===== config.mk =====
export PLATFORM = sky130hd
export DESIGN_NAME = clkdiv_prog
export DESIGN_NICKNAME = d
export VERILOG_FILES = /design/src/rtl/clkdiv_pkg.sv /design/src/rtl/clkdiv_shadow.sv /design/src/rtl/clkdiv_prog.sv
export SDC_FILE = /design/constraint.sdc
export NUM_CORES = 1
export LEC_CHECK = 0
export ABC_AREA = 0
export BUFFER_PORTS_ARGS = -buffer_cell sky130_fd_sc_hd__buf_2
export CORE_AREA = 3 3 89 91
export CTS_CLUSTER_DIAMETER = 200
export CTS_CLUSTER_SIZE = 24
export DETAILED_ROUTE_END_ITERATION = 16
export DIE_AREA = 0 0 92 94
export PLACE_DENSITY_LB_ADDON = 0.3
export SETUP_SLACK_MARGIN = 0.5
export SYNTH_ARGS = -nofsm -noshare
export SYNTH_HDL_FRONTEND = slang
export SYNTH_SLANG_ARGS = --single-unit

===== constraint.sdc =====
create_clock -name clk -period 6.5 [get_ports clk]
set_input_delay 0.975 -clock clk [delete_from_list [all_inputs] [get_ports clk]]
set_output_delay 0.975 -clock clk [all_outputs]
set_load 0.02 [all_outputs]

===== src/rtl/clkdiv_pkg.sv =====
// Shared encodings for the programmable clock divider.
package clkdiv_pkg;

    localparam int unsigned MODE_W = 2;

    localparam logic [MODE_W-1:0] MODE_SQUARE  = 2'b00;
    localparam logic [MODE_W-1:0] MODE_PULSE   = 2'b01;
    localparam logic [MODE_W-1:0] MODE_ONESHOT = 2'b10;

    typedef enum logic [1:0] {
        ST_IDLE = 2'd0,
        ST_RUN  = 2'd1,
        ST_SHOT = 2'd2
    } state_e;

    // Encoding 2'b11 is deliberately not a pulse mode: it runs as a square wave.
    function automatic logic is_pulse(input logic [MODE_W-1:0] mode);
        return mode == MODE_PULSE;
    endfunction

endpackage


===== src/rtl/clkdiv_shadow.sv =====
// Shadow register for divisor/mode reloads; acknowledges each applied load.
module clkdiv_shadow
    import clkdiv_pkg::*;
#(
    parameter int unsigned WIDTH = 20
) (
    input  logic              clk,
    input  logic              clr,
    input  logic              i_div_load,
    input  logic [WIDTH-1:0]  i_div_in,
    input  logic [MODE_W-1:0] i_mode_in,
    input  logic              i_apply,
    output logic [WIDTH-1:0]  o_sh_h,
    output logic [MODE_W-1:0] o_sh_mode,
    output logic              o_pending,
    output logic              o_div_ack
);

    logic [WIDTH-1:0]  r_sh_h;
    logic [MODE_W-1:0] r_sh_mode;
    logic              r_pending;
    logic              r_ack;

    // Capture requests (a fresh load beats an apply on the same edge) and ack applies.
    always_ff @(posedge clk or posedge clr) begin
        if (clr) begin
            r_sh_h    <= WIDTH'(1);
            r_sh_mode <= MODE_SQUARE;
            r_pending <= 1'b0;
            r_ack     <= 1'b0;
        end else begin
            r_ack <= 1'b0;
            if (i_div_load) begin
                r_sh_h    <= (i_div_in == '0) ? WIDTH'(1) : i_div_in;
                r_sh_mode <= i_mode_in;
                r_pending <= 1'b1;
            end else if (i_apply) begin
                r_pending <= 1'b0;
                r_ack     <= 1'b1;
            end
        end
    end

    assign o_sh_h    = r_sh_h;
    assign o_sh_mode = r_sh_mode;
    assign o_pending = r_pending;
    assign o_div_ack = r_ack;

endmodule


===== src/rtl/clkdiv_prog.sv =====
// Programmable clock divider: square wave, pulse train or one-shot, with tick strobe.
module clkdiv_prog
    import clkdiv_pkg::*;
#(
    parameter int unsigned WIDTH        = 20,
    parameter int unsigned DEFAULT_HALF = 2**19
) (
    input  logic              clk,
    input  logic              clr,
    input  logic              en,
    input  logic [WIDTH-1:0]  div_in,
    input  logic [MODE_W-1:0] mode_in,
    input  logic              div_load,
    output logic              div_ack,
    output logic              clk_out,
    output logic              tick,
    output logic              busy
);

    state_e            r_state, w_state_nx;
    logic [WIDTH-1:0]  r_cnt, w_cnt_nx;
    logic [WIDTH-1:0]  r_act_h, w_act_h_nx;
    logic [MODE_W-1:0] r_act_mode, w_act_mode_nx;
    logic              r_clk_out, w_clk_out_nx;
    logic              r_tick, w_tick_nx;
    logic              r_busy;
    logic              r_en_d;

    logic              w_tc;
    logic              w_apply;
    logic              w_pending;
    logic [WIDTH-1:0]  w_sh_h;
    logic [MODE_W-1:0] w_sh_mode;

    clkdiv_shadow #(.WIDTH(WIDTH)) u_shadow (
        .clk        (clk),
        .clr        (clr),
        .i_div_load (div_load),
        .i_div_in   (div_in),
        .i_mode_in  (mode_in),
        .i_apply    (w_apply),
        .o_sh_h     (w_sh_h),
        .o_sh_mode  (w_sh_mode),
        .o_pending  (w_pending),
        .o_div_ack  (div_ack)
    );

    // Terminal count only exists while counting.
    assign w_tc = (r_state != ST_IDLE) && (r_cnt == r_act_h - WIDTH'(1));

    // State, counter and output registers.
    always_ff @(posedge clk or posedge clr) begin
        if (clr) begin
            r_state    <= ST_IDLE;
            r_cnt      <= '0;
            r_act_h    <= WIDTH'(DEFAULT_HALF);
            r_act_mode <= MODE_SQUARE;
            r_clk_out  <= 1'b0;
            r_tick     <= 1'b0;
            r_busy     <= 1'b0;
            r_en_d     <= 1'b0;
        end else begin
            r_state    <= w_state_nx;
            r_cnt      <= w_cnt_nx;
            r_act_h    <= w_act_h_nx;
            r_act_mode <= w_act_mode_nx;
            r_clk_out  <= w_clk_out_nx;
            r_tick     <= w_tick_nx;
            r_busy     <= (w_state_nx != ST_IDLE);
            r_en_d     <= en;
        end
    end

    // Next-state, counter and output decode; a load landing on an apply point defers the apply.
    always_comb begin
        w_state_nx    = r_state;
        w_cnt_nx      = r_cnt;
        w_act_h_nx    = r_act_h;
        w_act_mode_nx = r_act_mode;
        w_clk_out_nx  = r_clk_out;
        w_tick_nx     = 1'b0;
        w_apply       = 1'b0;

        case (r_state)
            ST_IDLE: begin
                if (w_pending && !div_load) begin
                    w_apply = 1'b1;
                end else if (en && (r_act_mode != MODE_ONESHOT)) begin
                    w_state_nx = ST_RUN;
                end else if (en && !r_en_d && (r_act_mode == MODE_ONESHOT)) begin
                    w_state_nx   = ST_SHOT;
                    w_clk_out_nx = 1'b1;
                    w_cnt_nx     = '0;
                end
            end
            ST_RUN: begin
                if (!en) begin
                    w_state_nx = ST_IDLE;
                end else if (w_tc) begin
                    w_cnt_nx     = '0;
                    w_tick_nx    = 1'b1;
                    w_clk_out_nx = is_pulse(r_act_mode) ? 1'b1 : ~r_clk_out;
                    w_apply      = w_pending && !div_load;
                end else begin
                    w_cnt_nx = r_cnt + WIDTH'(1);
                    if (is_pulse(r_act_mode)) begin
                        w_clk_out_nx = 1'b0;
                    end
                end
            end
            ST_SHOT: begin
                if (!en) begin
                    w_state_nx   = ST_IDLE;
                    w_clk_out_nx = 1'b0;
                    w_cnt_nx     = '0;
                end else if (w_tc) begin
                    w_state_nx   = ST_IDLE;
                    w_clk_out_nx = 1'b0;
                    w_cnt_nx     = '0;
                    w_tick_nx    = 1'b1;
                end else begin
                    w_cnt_nx = r_cnt + WIDTH'(1);
                end
            end
            default: begin
                w_state_nx = ST_IDLE;
            end
        endcase

        if (w_apply) begin
            w_act_h_nx    = w_sh_h;
            w_act_mode_nx = w_sh_mode;
            w_cnt_nx      = '0;
            if (w_sh_mode != r_act_mode) begin
                w_clk_out_nx = 1'b0;
            end
            if (w_sh_mode == MODE_ONESHOT) begin
                w_state_nx = ST_IDLE;
            end
        end
    end

    assign clk_out = r_clk_out;
    assign tick    = r_tick;
    assign busy    = r_busy;

endmodule

# ---- Word level (Yosys, flattened, before mapping)
# Cells that the tools add are included.
dict set report totals {
  register_bits 72
  input_bits 26
  output_inout_bits 4
  word_cells 83
}
dict set report classes {
  addsub 2
  eq_ne 12
  mux 41
  bitwise_logic 1
  n_reduce_logical 15
}
# operator count
set ops {}
lappend ops {{20-bit two-way mux} 8}
lappend ops {{20-bit one-hot mux with 3 select lines} 1}
lappend ops {{1-bit two-way mux} 21}
lappend ops {{20-bit by 1-bit adder with 20-bit output (second input constant)} 1}
lappend ops {{20-bit == test} 1}
lappend ops {{20-bit zero test} 1}
lappend ops {{20-bit by 1-bit subtractor with 20-bit output (second input constant)} 1}
lappend ops {{2-bit two-way mux} 8}
lappend ops {{3-bit by 2-bit inequality test with 1-bit output (second input constant)} 4}
lappend ops {{2-bit == test (second input constant)} 3}
lappend ops {{2-bit one-hot mux with 3 select lines} 1}
lappend ops {{2-bit nonzero test} 3}
lappend ops {{1-bit logical AND} 5}
lappend ops {{5-bit AND reduction} 1}
lappend ops {{2-bit by 1-bit == test with 1-bit output (second input constant)} 2}
lappend ops {{4-bit nonzero test} 1}
lappend ops {{1-bit one-hot mux with 3 select lines} 1}
lappend ops {{1-bit zero test} 2}
lappend ops {{2-bit zero test} 1}
lappend ops {{2-bit inequality test} 1}
lappend ops {{2-bit inequality test (second input constant)} 1}
lappend ops {{1-bit one-hot mux with 2 select lines} 1}
lappend ops {{2-bit OR reduction} 1}
lappend ops {{1-bit NOT} 1}

# ---- Logic depth before layout (Yosys ltp)
dict set report logic_depth {
  word_depth 10
  mapped_depth 12
  mapped_depth_nobuf 11
}

# ---- By module
# From an unflattened synthesis, not the netlist that was laid out.
dict set report unflattened {
  hier_cells 431
  area_unflattened_um2 4299.1
}
# module n_inst cells_per_inst area_each_um2 seq_area_each_um2
set by_module_without_submodules {}
lappend by_module_without_submodules {clkdiv_prog 1 369 3275.6 1202.4}
lappend by_module_without_submodules {clkdiv_shadow 1 62 1023.5 601.8}

# ---- Worst setup path before layout
# Ideal clock, no wire load.
dict set report synth_timing {
  kind {register to register}
  from {register r_act_h[0]}
  to {register r_act_h[0]}
  setup_time_ns 0.125
  t_arrival_ns 3.179
  required_ns 6.375
  path_slack_ns 3.196
  path_stages_with_launch 13
  n_path_buf 2
  synth_period_minus_slack_ns 3.304
  path_cell_list {dfrtp_1 -> inv_1 -> ha_1 -> or3b_1 -> buf_2 -> or4_1 -> or4_1 -> o211ai_2 -> a2111oi_4 -> a41oi_1 -> nand2b_4 -> buf_6 -> mux2_4}
}
dict set report synth_between {
  elab_chain_len 6
}
# item line_no
set synth_lines {}
lappend synth_lines {{start, declared} clkdiv_prog.sv:22} ;# logic [WIDTH-1:0] r_act_h, w_act_h_nx;
lappend synth_lines {{start signal, assigned} clkdiv_prog.sv:56} ;# r_act_h <= WIDTH'(DEFAULT_HALF);
lappend synth_lines {{start signal, assigned} clkdiv_prog.sv:65} ;# r_act_h <= w_act_h_nx;
lappend synth_lines {{20-bit by 1-bit subtractor with 20-bit output} clkdiv_prog.sv:49} ;# assign w_tc = (r_state != ST_IDLE) && (r_cnt == r_act_h - WIDTH'(1));
lappend synth_lines {{20-bit == test} clkdiv_prog.sv:49}
lappend synth_lines {{1-bit logical AND} clkdiv_prog.sv:49}
lappend synth_lines {{1-bit two-way mux} clkdiv_prog.sv:99} ;# end else if (w_tc) begin
lappend synth_lines {{1-bit two-way mux} clkdiv_prog.sv:97} ;# if (!en) begin
lappend synth_lines {{1-bit one-hot mux with 2 select lines} clkdiv_prog.sv:84} ;# case (r_state)
# No other way between the ends.
# A chain may end at the register's enable or synchronous reset.

# ---- Worst setup path in the final report
dict set report layout_timing {
  from {register r_act_h[0]}
  to {register r_act_mode[0]}
}
dict set report layout_between {
  elab_chain_len 6
}
# item line_no
set layout_lines {}
lappend layout_lines {{20-bit by 1-bit subtractor with 20-bit output} clkdiv_prog.sv:49}
lappend layout_lines {{20-bit == test} clkdiv_prog.sv:49}
lappend layout_lines {{1-bit logical AND} clkdiv_prog.sv:49}
lappend layout_lines {{1-bit two-way mux} clkdiv_prog.sv:99}
lappend layout_lines {{1-bit two-way mux} clkdiv_prog.sv:97}
lappend layout_lines {{1-bit one-hot mux with 2 select lines} clkdiv_prog.sv:84}
lappend layout_lines {{end signal, assigned} clkdiv_prog.sv:66} ;# r_act_mode <= w_act_mode_nx;
lappend layout_lines {{end, declared} clkdiv_prog.sv:23} ;# logic [MODE_W-1:0] r_act_mode, w_act_mode_nx;
# No other way between the ends.

==> results.json <==
{
  "post-route-drc-count": 0,
  "diodes": 0,
  "crit_start": "r_act_h[0]",
  "grtUsageTotal": 0.2232,
  "cp_slowest_cell": "or3b_1",
  "syn_inst": 409,
  "rsz0062_at_grt": "false",
  "yosysUniqueCellTypes": 62,
  "power.net_switching_uw": 691.9,
  "gp_congestion": 0.9243,
  "worstMarginPinSlew_ns": 1.110,
  "crit_fanout": 22,
  "setup_tns_ns": 0,
  "hp-class": "register to register",
  "area_growth_pct": 7.793,
  "cts_tree": "yes",
  "finalPower_mw": 1.733,
  "start_kind": "register",
  "setup_viol": 0,
  "syn_area_um2": 4303,
  "clock_skew_ns": 0.008422,
  "drt-initial-drc-count": 259,
  "min_from": "u_shadow.o_pending",
  "syn_nets": 442,
  "top_level_ports": 30,
  "drtPass1Iterations": 5,
  "ctsResizeCount": 0,
  "worstReg2RegStart": "r_act_h[0]",
  "viasPerCell": 6.090,
  "synth_ff_type": "dfrtp_1",
  "antenna_found_initial": 0,
  "start_util": 0.5964,
  "cts-root-buf": "clkbuf_8",
  "power_density_nw_per_um2": 373.6,
  "grt_pass1_vias": 3039,
  "cap_violations": 0,
  "n_fill_cell": 589,
  "peakVddDrop_uv": 200.3,
  "cp.required_ns": 6.74,
  "p_int_mw": 1.041,
  "period_share": 0.5910,
  "htreeDepth": 3,
  "vias": 3240,
  "hpwl_um": 6615,
  "grt_pass1_wl_um": 15240,
  "holdWs_ns": 0.5012,
  "core_um2": 7214,
  "die_w_um": 92,
  "drive_above_1_share": 0.2471,
  "synth-warning-count": 0,
  "place_inst": 517,
  "path_cells": "inv_1 > ha_1 > or3b_1 > or4_1 > nor4_2 > o211ai_2 > a2111oi_4 > a41oi_1 > nand2b_4 > inv_2 > mux2_2",
  "grt-ovfl-total": 0,
  "period_needed_ns": 3.841,
  "max_stage_delay_ns": 0.49,
  "stdcell_count": 532,
  "path_clk_slew_ns": 0.07,
  "power_frac_comb": 0.422,
  "syn_area_per_cell_um2": 10.52,
  "clock-sinks": 72,
  "grt_max_degree": 73,
  "synth_edf_count": 0,
  "cp-end-kind": "register",
  "hold_viol": 0,
  "hold_buffers": 0,
  "cts_buffers": 9,
  "clkPwrFrac": 0.173,
  "postRouteAntennaNets": 0,
  "sw_frac_of_total": 0.3993,
  "rows": 31,
  "wirelength_um": 9003,
  "cp.arrival_ns": 4.08,
  "die-area_um2": 8648,
  "synthArstFlopShare": 1.000,
  "ys_ff_latch": 72,
  "clockBufferDepth": 2,
  "nets": 462,
  "seq_area_frac_synth": 0.4193,
  "min_path_cells": 1,
  "slew_headroom": 0.2602,
  "fmax_mhz": 260.3,
  "p_leak_nw": 1.955,
  "cts_setup_buffers": 0,
  "path_class": "register to register",
  "wl_per_cell_um": 16.92,
  "clkLatencyLatePin_ns": 0.35,
  "ff2ff_path_depth": 11,
  "port_buffers": 29,
  "report.final.slew_viol_count": 0,
  "power_frac_seq": 0.404,
  "fp.dieH_um": 94,
  "status": "complete, no violations"
}
## routing by layer
| metal | up-vias | share of wire | track usage |
|---|---|---|---|
| met3 | 13 | 0.058 | 0.04888 |
| met2 | 97 | 0.47 | 0.3449 |
| met1 | 1580 | 0.46 | 0.3081 |
| met4 | 0 | 0.013 | 0.08540 |
| met5 | - | 0 | 0 |
| li1 | 1550 | - | - |
## final cells by class
class                      instances  area [µm²]  area share
clock inverter                     6       37.54    0.008093
inverter                          17       63.81     0.01376
tap                               99       123.9     0.02671
multi-input combinational        298        2325      0.5012
timing repair buffer              31       160.2     0.03453
sequential                        72        1804      0.3890
clock buffer                       9       123.9     0.02671
## cell families (layout without fill, tap and decap cells)
kind of cell | count (synthesis) | count (layout) | share of synthesized area
AOI/OAI and AO/OA | 79 | 79 | 0.1393
DFF | 72 | 72 | 0.4193
buffers and inverters | 39 | 63 | 0.04042
xor gates and xnor gates | 25 | 25 | 0.05089
muxes | 58 | 58 | 0.1655
and+or+nand+nor | 129 | 129 | 0.1643
adders and majority gates | 7 | 7 | 0.02035
## worst paths after layout
kind,slack [ns],endpoint
max,2.66,r_act_mode[0]
min,0.50,u_shadow.o_pending
max reg2reg,2.66,r_act_mode[0]
min reg2reg,0.50,u_shadow.o_pending
max in group asynchronous,5.02,r_cnt[18]
min in group asynchronous,0.90,u_shadow.o_sh_h[2]
## synth_stat cells, types with 4 or more instances
cell type | count | area [µm²]
nand4_1 | 7 | 43.79
xnor2_1 | 17 | 148.9
xor2_1 | 8 | 70.07
nand2_1 | 20 | 75.07
a22o_1 | 4 | 35.03
ha_1 | 7 | 87.58
and3_1 | 7 | 43.79
o21ai_0 | 14 | 70.07
a21oi_1 | 17 | 85.08
mux2_2 | 25 | 281.5
a21o_1 | 6 | 45.04
nor3_1 | 11 | 55.05
mux2i_1 | 13 | 130.1
nand2b_1 | 5 | 31.28
or4_1 | 7 | 52.55
nor2b_1 | 5 | 31.28
clkbuf_1 | 12 | 45.04
nor4_1 | 12 | 75.07
buf_2 | 4 | 20.02
inv_1 | 16 | 60.06
nand3_1 | 23 | 115.1
nor2_1 | 18 | 67.56
mux2_4 | 20 | 300.3
dfrtp_1 | 70 | 1752
## critical path, delay by kind of cell (launching register included)
| family | cells | cell delay, ns |
|---|---|---|
| DFF | 1 | 0.45 |
| buffers and inverters | 2 | 0.29 |
| muxes | 1 | 0.35 |
| adders and majority gates | 1 | 0.23 |
| and+or+nand+nor | 4 | 1.62 |
| AOI/OAI and AO/OA | 3 | 0.80 |
## cell usage in the layout, fill, tap and decap left out, types with 5 or more instances in the layout
cell / count
dfrtp_1: 70
buf_2: 29
mux2_2: 25
nand3_1: 23
nand2_1: 20
mux2_4: 20
nor2_1: 18
xnor2_1: 17
a21oi_1: 17
inv_1: 15
o21ai_0: 14
mux2i_1: 13
nor4_1: 12
nor3_1: 11
clkbuf_8: 9
xor2_1: 8
nand4_1: 7
or4_1: 7
and3_1: 7
ha_1: 7
a21o_1: 6
nand2b_1: 5
nor2b_1: 5
## stage by stage
step	util	setup slack, ns	instance area, µm²
global route	0.6429	2.298	4638
finish	0.6429	2.659	4638
detailed placement	0.6205	2.663	4477
global placement	0.6205	2.769	4477
CTS	0.6429	2.646	4638
floorplan	-	3.196	4303
## sequential cells by signal (all words and copies together), names as in the netlist, 2 cells and up
| signal | flops |
|---|---|
| r_act_mode | 2 |
| r_cnt | 20 |
| u_shadow.o_sh_mode | 2 |
| r_act_h | 20 |
| u_shadow.o_sh_h | 20 |
| r_state | 2 |
## power groups by stage
stage	clock network (mW)	registers, mW	logic [mW]
after global routing	0.325	0.721	0.807
final	0.301	0.700	0.732
after floorplan	0	0.648	0.641
after global placement	0	0.701	0.707
after CTS	0.307	0.698	0.731
after detailed placement	0	0.707	0.728
Note: power is estimated with default switching activity, not from simulation.
